$ cat src/rtl/bit16to32_packer.sv
// bit16to32_packer
//   Packs a valid/ready stream of HALF_W-bit halfwords into 2*HALF_W-bit words
//   held in one registered output stage. Sustains one word per two input beats
//   with no bubbles. The first beat lands in the upper half when HI_FIRST=1.
//
//   Optional feature, compiled in with `define PACK_LAST_EN:
//     adds IN_LAST / OUT_LAST and the PAD parameter, so that a stream can end
//     on an odd halfword. The lone halfword is emitted padded with PAD.
//   With PACK_LAST_EN undefined, every word is built from exactly two beats.
module bit16to32_packer #(
  parameter int          HALF_W   = 16,
  parameter bit          HI_FIRST = 1'b1,
  parameter int          CNT_W    = 16
`ifdef PACK_LAST_EN
  ,
  parameter logic [HALF_W-1:0] PAD = '0
`endif
) (
  input  logic                CLK,
  input  logic                RST_N,
  input  logic                IN_VALID,
  output logic                IN_READY,
  input  logic [HALF_W-1:0]   INPT,
`ifdef PACK_LAST_EN
  input  logic                IN_LAST,
  output logic                OUT_LAST,
`endif
  output logic                OUT_VALID,
  input  logic                OUT_READY,
  output logic [2*HALF_W-1:0] OTPT,
  output logic                PHASE,
  output logic [CNT_W-1:0]    WORD_CNT
);

  // PHASE encoding: waiting for the first half, or holding the first half.
  localparam logic S_FIRST  = 1'b0;
  localparam logic S_SECOND = 1'b1;

  // State registers and their next-state values.
  logic                phase_q,     phase_d;
  logic [HALF_W-1:0]   hold_q,      hold_d;
  logic [2*HALF_W-1:0] otpt_q,      otpt_d;
  logic                out_valid_q, out_valid_d;
  logic [CNT_W-1:0]    word_cnt_q,  word_cnt_d;
`ifdef PACK_LAST_EN
  logic                out_last_q,  out_last_d;
`endif

  // Handshake decode.
  logic                slot_free;   // output register can take a word this cycle
  logic                short_word;  // lone final halfword arriving in S_FIRST
  logic                in_ready;
  logic                accept;      // halfword taken this cycle
  logic                load;        // a complete word enters the output register
  logic                drain;       // the held word is consumed this cycle
  logic [2*HALF_W-1:0] packed_word;

  // Input readiness: the first beat only needs the hold register, which is
  // always free in S_FIRST, so backpressure stalls only the completing beat.
  always_comb begin
    // NOTE: every signal written here gets a value on every path, starting
    // with these defaults; otherwise synthesis infers a latch.
    slot_free  = !out_valid_q || OUT_READY;
    short_word = 1'b0;
`ifdef PACK_LAST_EN
    short_word = (phase_q == S_FIRST) && IN_LAST;
`endif
    if ((phase_q == S_SECOND) || short_word) begin
      in_ready = slot_free;
    end else begin
      in_ready = 1'b1;
    end
    accept = IN_VALID && in_ready;
    load   = accept && ((phase_q == S_SECOND) || short_word);
    drain  = out_valid_q && OUT_READY;
  end

  // Word assembly from the held first half and the current beat. Only the
  // registered copy reaches OTPT, so INPT never has a combinational path out.
  always_comb begin
    packed_word = '0;
    if (short_word) begin
`ifdef PACK_LAST_EN
      packed_word = HI_FIRST ? {INPT, PAD} : {PAD, INPT};
`endif
    end else if (HI_FIRST) begin
      packed_word = {hold_q, INPT};
    end else begin
      packed_word = {INPT, hold_q};
    end
  end

  // Next-state logic for the phase FSM, hold register, output stage and counter.
  always_comb begin
    phase_d     = phase_q;
    hold_d      = hold_q;
    otpt_d      = otpt_q;
    out_valid_d = out_valid_q;
    word_cnt_d  = word_cnt_q;
`ifdef PACK_LAST_EN
    out_last_d  = out_last_q;
`endif

    // Phase and hold register. A lone final halfword leaves the FSM in S_FIRST.
    if (accept) begin
      if (phase_q == S_FIRST) begin
        if (!short_word) begin
          hold_d  = INPT;
          phase_d = S_SECOND;
        end
      end else begin
        phase_d = S_FIRST;
      end
    end

    // Output stage: a load wins over a drain, so a simultaneous load and
    // drain keeps OUT_VALID high with fresh data. OTPT is held after a drain.
    if (load) begin
      otpt_d      = packed_word;
      out_valid_d = 1'b1;
`ifdef PACK_LAST_EN
      out_last_d  = IN_LAST;
`endif
    end else if (drain) begin
      out_valid_d = 1'b0;
    end

    // Emitted-word counter, wraps silently.
    if (drain) begin
      word_cnt_d = word_cnt_q + CNT_W'(1);
    end
  end

  // State update with asynchronous reset; a partial halfword and any
  // unconsumed word are discarded.
  always_ff @(posedge CLK or negedge RST_N) begin
    // NOTE: every register here is cleared in the reset branch (there is no
    // memory array to leave unreset), and all updates use non-blocking
    // assignments so each register sees the previous-cycle values of the others.
    if (!RST_N) begin
      phase_q     <= S_FIRST;
      hold_q      <= '0;
      otpt_q      <= '0;
      out_valid_q <= 1'b0;
      word_cnt_q  <= '0;
`ifdef PACK_LAST_EN
      out_last_q  <= 1'b0;
`endif
    end else begin
      phase_q     <= phase_d;
      hold_q      <= hold_d;
      otpt_q      <= otpt_d;
      out_valid_q <= out_valid_d;
      word_cnt_q  <= word_cnt_d;
`ifdef PACK_LAST_EN
      out_last_q  <= out_last_d;
`endif
    end
  end

  // Output drive.
  assign IN_READY  = in_ready;
  assign OUT_VALID = out_valid_q;
  assign OTPT      = otpt_q;
  assign PHASE     = phase_q;
  assign WORD_CNT  = word_cnt_q;
`ifdef PACK_LAST_EN
  assign OUT_LAST  = out_last_q;
`endif

endmodule

$ cat config.mk
export PLATFORM = sky130hd
export DESIGN_NAME = bit16to32_packer
export DESIGN_NICKNAME = d
export VERILOG_FILES = /design/src/rtl/bit16to32_packer.sv
export SDC_FILE = /design/constraint.sdc
export NUM_CORES = 1
export LEC_CHECK = 0
export CAP_MARGIN = 10
export CORE_MARGIN = 2
export CORE_UTILIZATION = 40
export CTS_CLUSTER_DIAMETER = 30
export CTS_CLUSTER_SIZE = 16
export DETAILED_ROUTE_END_ITERATION = 8
export HOLD_SLACK_MARGIN = 0.03
export PLACE_DENSITY = 0.71
export SYNTH_ARGS = -nofsm -noshare
export SYNTH_HDL_FRONTEND = slang
export SYNTH_SLANG_ARGS = --single-unit
$ cat constraint.sdc
create_clock -name CLK -period 1.4 [get_ports CLK]
set_clock_uncertainty 0.05 [all_clocks]
set_input_delay 0.42 -clock CLK [delete_from_list [all_inputs] [get_ports CLK]]
set_output_delay 0.42 -clock CLK [all_outputs]
set_load 0.01 [all_outputs]
Word level (Yosys, flattened, before mapping)
Index checks and enable logic that the tools add are counted.

storage, ports and cells
  bits in registers = 66
  output and inout bits = 51

cells by class
  add/subtract/negate cells = 1
  multiplexer cells = 4
  bitwise gates (word level) = 1
  reduce and logical (&&, ||, !) cells = 7

operators by type and width
  cell                                            count
  adder 16 x 1 -> 16 bit (second input constant)  1
  two-way mux 1 bit                               4
  logical AND 1 bit                               3
  AND reduction 2 bit                             1
  nonzero test 2 bit                              1
  logical NOT 1 bit                               1
  logical OR 1 bit                                1
  NOT 1 bit                                       1

Depth between registers and ports, before layout
  word-level depth = 6
  mapped depth = 4
  mapped depth without buffers = 4

Worst setup path before layout
No wires, ideal clock.

  kind = flip-flop to flip-flop
  from = register out_valid_q, in the netlist OUT_VALID
  to = register otpt_q[10], in the netlist OTPT[10]
  library setup time = 0.125 ns
  arrival = 1.257 ns
  required time = 1.225 ns
  path slack = -0.032 ns
  stages on the path, launching flop included = 5
  buffers on the path = 1
  period minus slack after synthesis = 1.432 ns
  cells stage by stage = dfrtp_1 -> and2b_4 -> nor2_8 -> buf_6 -> mux2_2

on the way
  longest elaborated chain between the ends = 5

ends and longest elaborated chain
  element                 RTL line  source
  start, declared         43        logic out_valid_q, out_valid_d;
  start signal, assigned  153       out_valid_q <= out_valid_d;
  logical NOT 1 bit       63        slot_free = !out_valid_q || OUT_READY;
  logical OR 1 bit        63
  two-way mux 1 bit       68        if ((phase_q == S_SECOND) || short_word) begin
  logical AND 1 bit       73        accept = IN_VALID && in_ready;
  logical AND 1 bit       74        load = accept && ((phase_q == S_SECOND) || short_word);
  end signal, assigned    152       otpt_q <= otpt_d;
  end, declared           42        logic [2*HALF_W-1:0] otpt_q, otpt_d;

Every way passes these cells.
A chain may end at the register's enable or synchronous reset.

Worst setup path after layout
  from = register out_valid_q, in the netlist OUT_VALID
  to = output IN_READY

on the way
  longest elaborated chain between the ends = 3

ends and longest elaborated chain
  element            RTL line  source
  logical NOT 1 bit  63
  logical OR 1 bit   63
  two-way mux 1 bit  68
  end, declared      22        output logic IN_READY,

Every way passes these cells.

==> metrics.txt <==
outcome complete, but fails checks; failing checks setup timing; Worst-Margin Slew 356 ps; initial antenna violation count 0; slowest stage cell, crit path dfrtp_1; Min Hold Slack 32.3 ps; Seq/Total Area, Yosys 0.637; first-pass GRT wire length 8.78 mm; die height 84.5 um; GRT met3 Usage 0.0521; Distinct cells, synth 21; Area Overhead vs Synth 47.0%; cell depth of the worst flop-to-flop path 5; CTS buffer count 9; all-layer global routing usage 0.158; clock-pin slew on the worst setup and hold paths 70 ps; first-iteration detailed-routing DRC count 62; WP buf/inv 1; Setup Viol. Count Final 50; Worst Path Required 930 ps; endpoint class of the critical path output port; worst slack at placement -861 ps; Rel. slew slack 0.762; Yosys reg bits 66; minimum clock period 1510 ps; Clock power frac 0.303; DR WL/cell 14.7 um; Hold Vio Cnt, Final 0; signal arrival time at the worst endpoint 1040 ps; reg2reg setup slack -110 ps; met2 Use GR 0.236; P_int 0.00538 W; number of synthesized flops with an enable pin 0; clock root buffer clkbuf_8; f_max 0.663 GHz; syn_area_per_cell 15.4 sq um; PortBufs 70; DP HPWL 3.31 mm; FF-to-FF Start OUT_VALID; Via Count 1,743; Final WS setup -109 ps; Cells after Synth 168; Total Wirelength 5.29 mm; Final Power 0.00732 W; Setup crit start kind flip-flop; final-report max-slew violation count 0; # rows 29; worst reg2reg endpoint OTPT[26]; sw frac 0.265; net switching power 0.00194 W; vias in the first global route 1,863; crit-path max FO 2; Worst-Skew Late Latency 330 ps; Clock Sinks 66; core area 6310 sq um; post-detailed-route count of antenna-violating nets 0; Tcrit/Tclk final 1.08; busiest grt layer met2; H-Tree Depth 3; Flop pwr share 0.391; largest net degree at the start of global routing 67; aggregate global routing overflow 0; Min-Delay Path Class input pin to async pin; setup repair after global routing missed its margin true; max_cap viols 0; CTS tree built; initial core utilization 0.410; CTS Hold Buffers Added 0; Gate power share 0.306; Peak VDD IR 1.21 mV; critical path, cell by cell and2b_4 > nand2_2 > buf_6; Antenna diodes 0; Async S/R FF share, synth 1.00; I/O pin count 71; placed cell count 333; Final Net Count 298; full die area 7140 sq um; DR DRC count 0; cell area after synthesis 2590 sq um; most used flip-flop cell after synthesis dfrtp_1; Top delay family on crit path flip-flops; Die Span X 84.5 um; share of cells above drive strength 1 0.567; YS warnings 0; fin cells 359; Pwr Density 1920 nW/um^2; M1 GR Usage 0.206; leakage power 1.83 nW; GPL Wtd Cong 0.688; fill cell count 523; DR pass1 iterations 3; Vias/cell 4.86; Mapped Nets 189; Crit path largest cell delay 380 ps; Clock Tree Buf Depth 2; CP Class flip-flop to output port
[metrics by stage]
stage	setup TNS, ps	cell area [sq um]	util
final	-2710	3810	0.603
after detailed placement	-32540	3560	0.565
after CTS	-982	3690	0.585
after global placement	-32580	3560	0.565
after floorplan	-149	2590	-
after global routing	-5860	3810	0.603
[final cells by class]
class / instances / area, sq um / share of cell area
clock buffers: 12 / 165 / 0.0434
repair buffers: 103 / 769 / 0.202
multi-input cells: 97 / 1010 / 0.264
clock inverters: 4 / 120 / 0.0315
well taps: 77 / 96.3 / 0.0253
flip-flops and latches: 66 / 1650 / 0.434
[cell families after synthesis]
| group | Yosys count | share of synthesized area |
|---|---|---|
| flops | 66 | 0.637 |
| mux | 49 | 0.213 |
| simple gates | 32 | 0.0763 |
| xor+xnor | 15 | 0.0507 |
| buf+inv | 5 | 0.0179 |
| fa+ha+maj | 1 | 0.00483 |
[synth_stat cells (2+ instances only)]
library cell  count  area share
and4_4            2      0.0087
buf_6             3       0.013
dfrtp_1          66        0.64
mux2_2           49        0.21
nand2_1           6      0.0087
nand3_1           7       0.014
nand4_1           5       0.012
nor2_1            4      0.0058
xnor2_1          14       0.047
[state kept, by name (all words and copies together) (netlist names)]
signal     cells
PHASE          1
OUT_VALID      1
OTPT          32
WORD_CNT      16
hold_q        16
[per-layer routing]
| metal | share of wire | up-vias |
|---|---|---|
| li1 | - | 806 |
| met1 | 0.45 | 872 |
| met2 | 0.46 | 54 |
| met3 | 0.071 | 11 |
| met4 | 0.020 | 0 |
| met5 | 0 | - |
[power groups by stage]
stage          Clock [W]  Sequential [W]  Combinational [W]
2_1_floorplan          0         0.00312           0.000759
3_3_place_gp           0         0.00286            0.00235
3_5_place_dp           0         0.00290            0.00238
4_1_cts          0.00227         0.00285            0.00207
5_1_grt          0.00235         0.00296            0.00243
6_report         0.00222         0.00286            0.00224
[worst register-to-register path, cell delays in order, from the launching register on]
cell and delay, ps:
dfrtp_1 380, and2b_4 170, buf_4 150, nor2_8 130
buf_12 180, mux2_2 350
[placed cells by master (no fill, tap or decap)]
| cell | netlist | routed |
|---|---|---|
| and2_1 | 1 | 1 |
| and2b_4 | 1 | 1 |
| and3_1 | 1 | 1 |
| and3_4 | 0 | 1 |
| and4_1 | 1 | 1 |
| and4_4 | 2 | 2 |
| buf_12 | 0 | 4 |
| buf_2 | 1 | 51 |
| buf_4 | 1 | 26 |
| buf_6 | 3 | 4 |
| bufinv_16 | 0 | 4 |
| clkbuf_16 | 0 | 1 |
| clkbuf_8 | 0 | 12 |
| clkdlybuf4s50_1 | 0 | 16 |
| dfrtp_1 | 66 | 66 |
| dlygate4sd2_1 | 0 | 1 |
| ha_1 | 1 | 1 |
| mux2_2 | 49 | 24 |
| mux2_4 | 0 | 25 |
| nand2_1 | 6 | 4 |
| nand2_2 | 0 | 2 |
| nand2b_1 | 1 | 1 |
| nand3_1 | 7 | 7 |
| nand4_1 | 5 | 5 |
| nor2_1 | 4 | 3 |
| nor2_2 | 0 | 1 |
| nor2_8 | 1 | 1 |
| nor2b_4 | 0 | 1 |
| xnor2_1 | 14 | 14 |
| xor2_1 | 1 | 1 |
[worst max path at each step]
stage	cells after the start	startpoint	slack (ps)	end
6_report	3	OUT_VALID	-110	IN_READY
2_1_floorplan	4	OUT_VALID	-6	OTPT[10]
3_5_place_dp	4	OUT_READY	-860	IN_READY
3_3_place_gp	4	OUT_READY	-860	IN_READY
5_1_grt	3	OUT_VALID	-180	IN_READY
4_1_cts	3	OUT_VALID	-180	IN_READY
[what timing repair did]
item / 4_1_cts / 5_1_grt
pin swaps: 4 / 4
buffers inserted: 8 / 1
endpoints found under the setup margin: 109 / 48
cloned: 1 / 0
resized for setup: 214 / 30
Note: power is estimated with default switching activity, not from simulation.
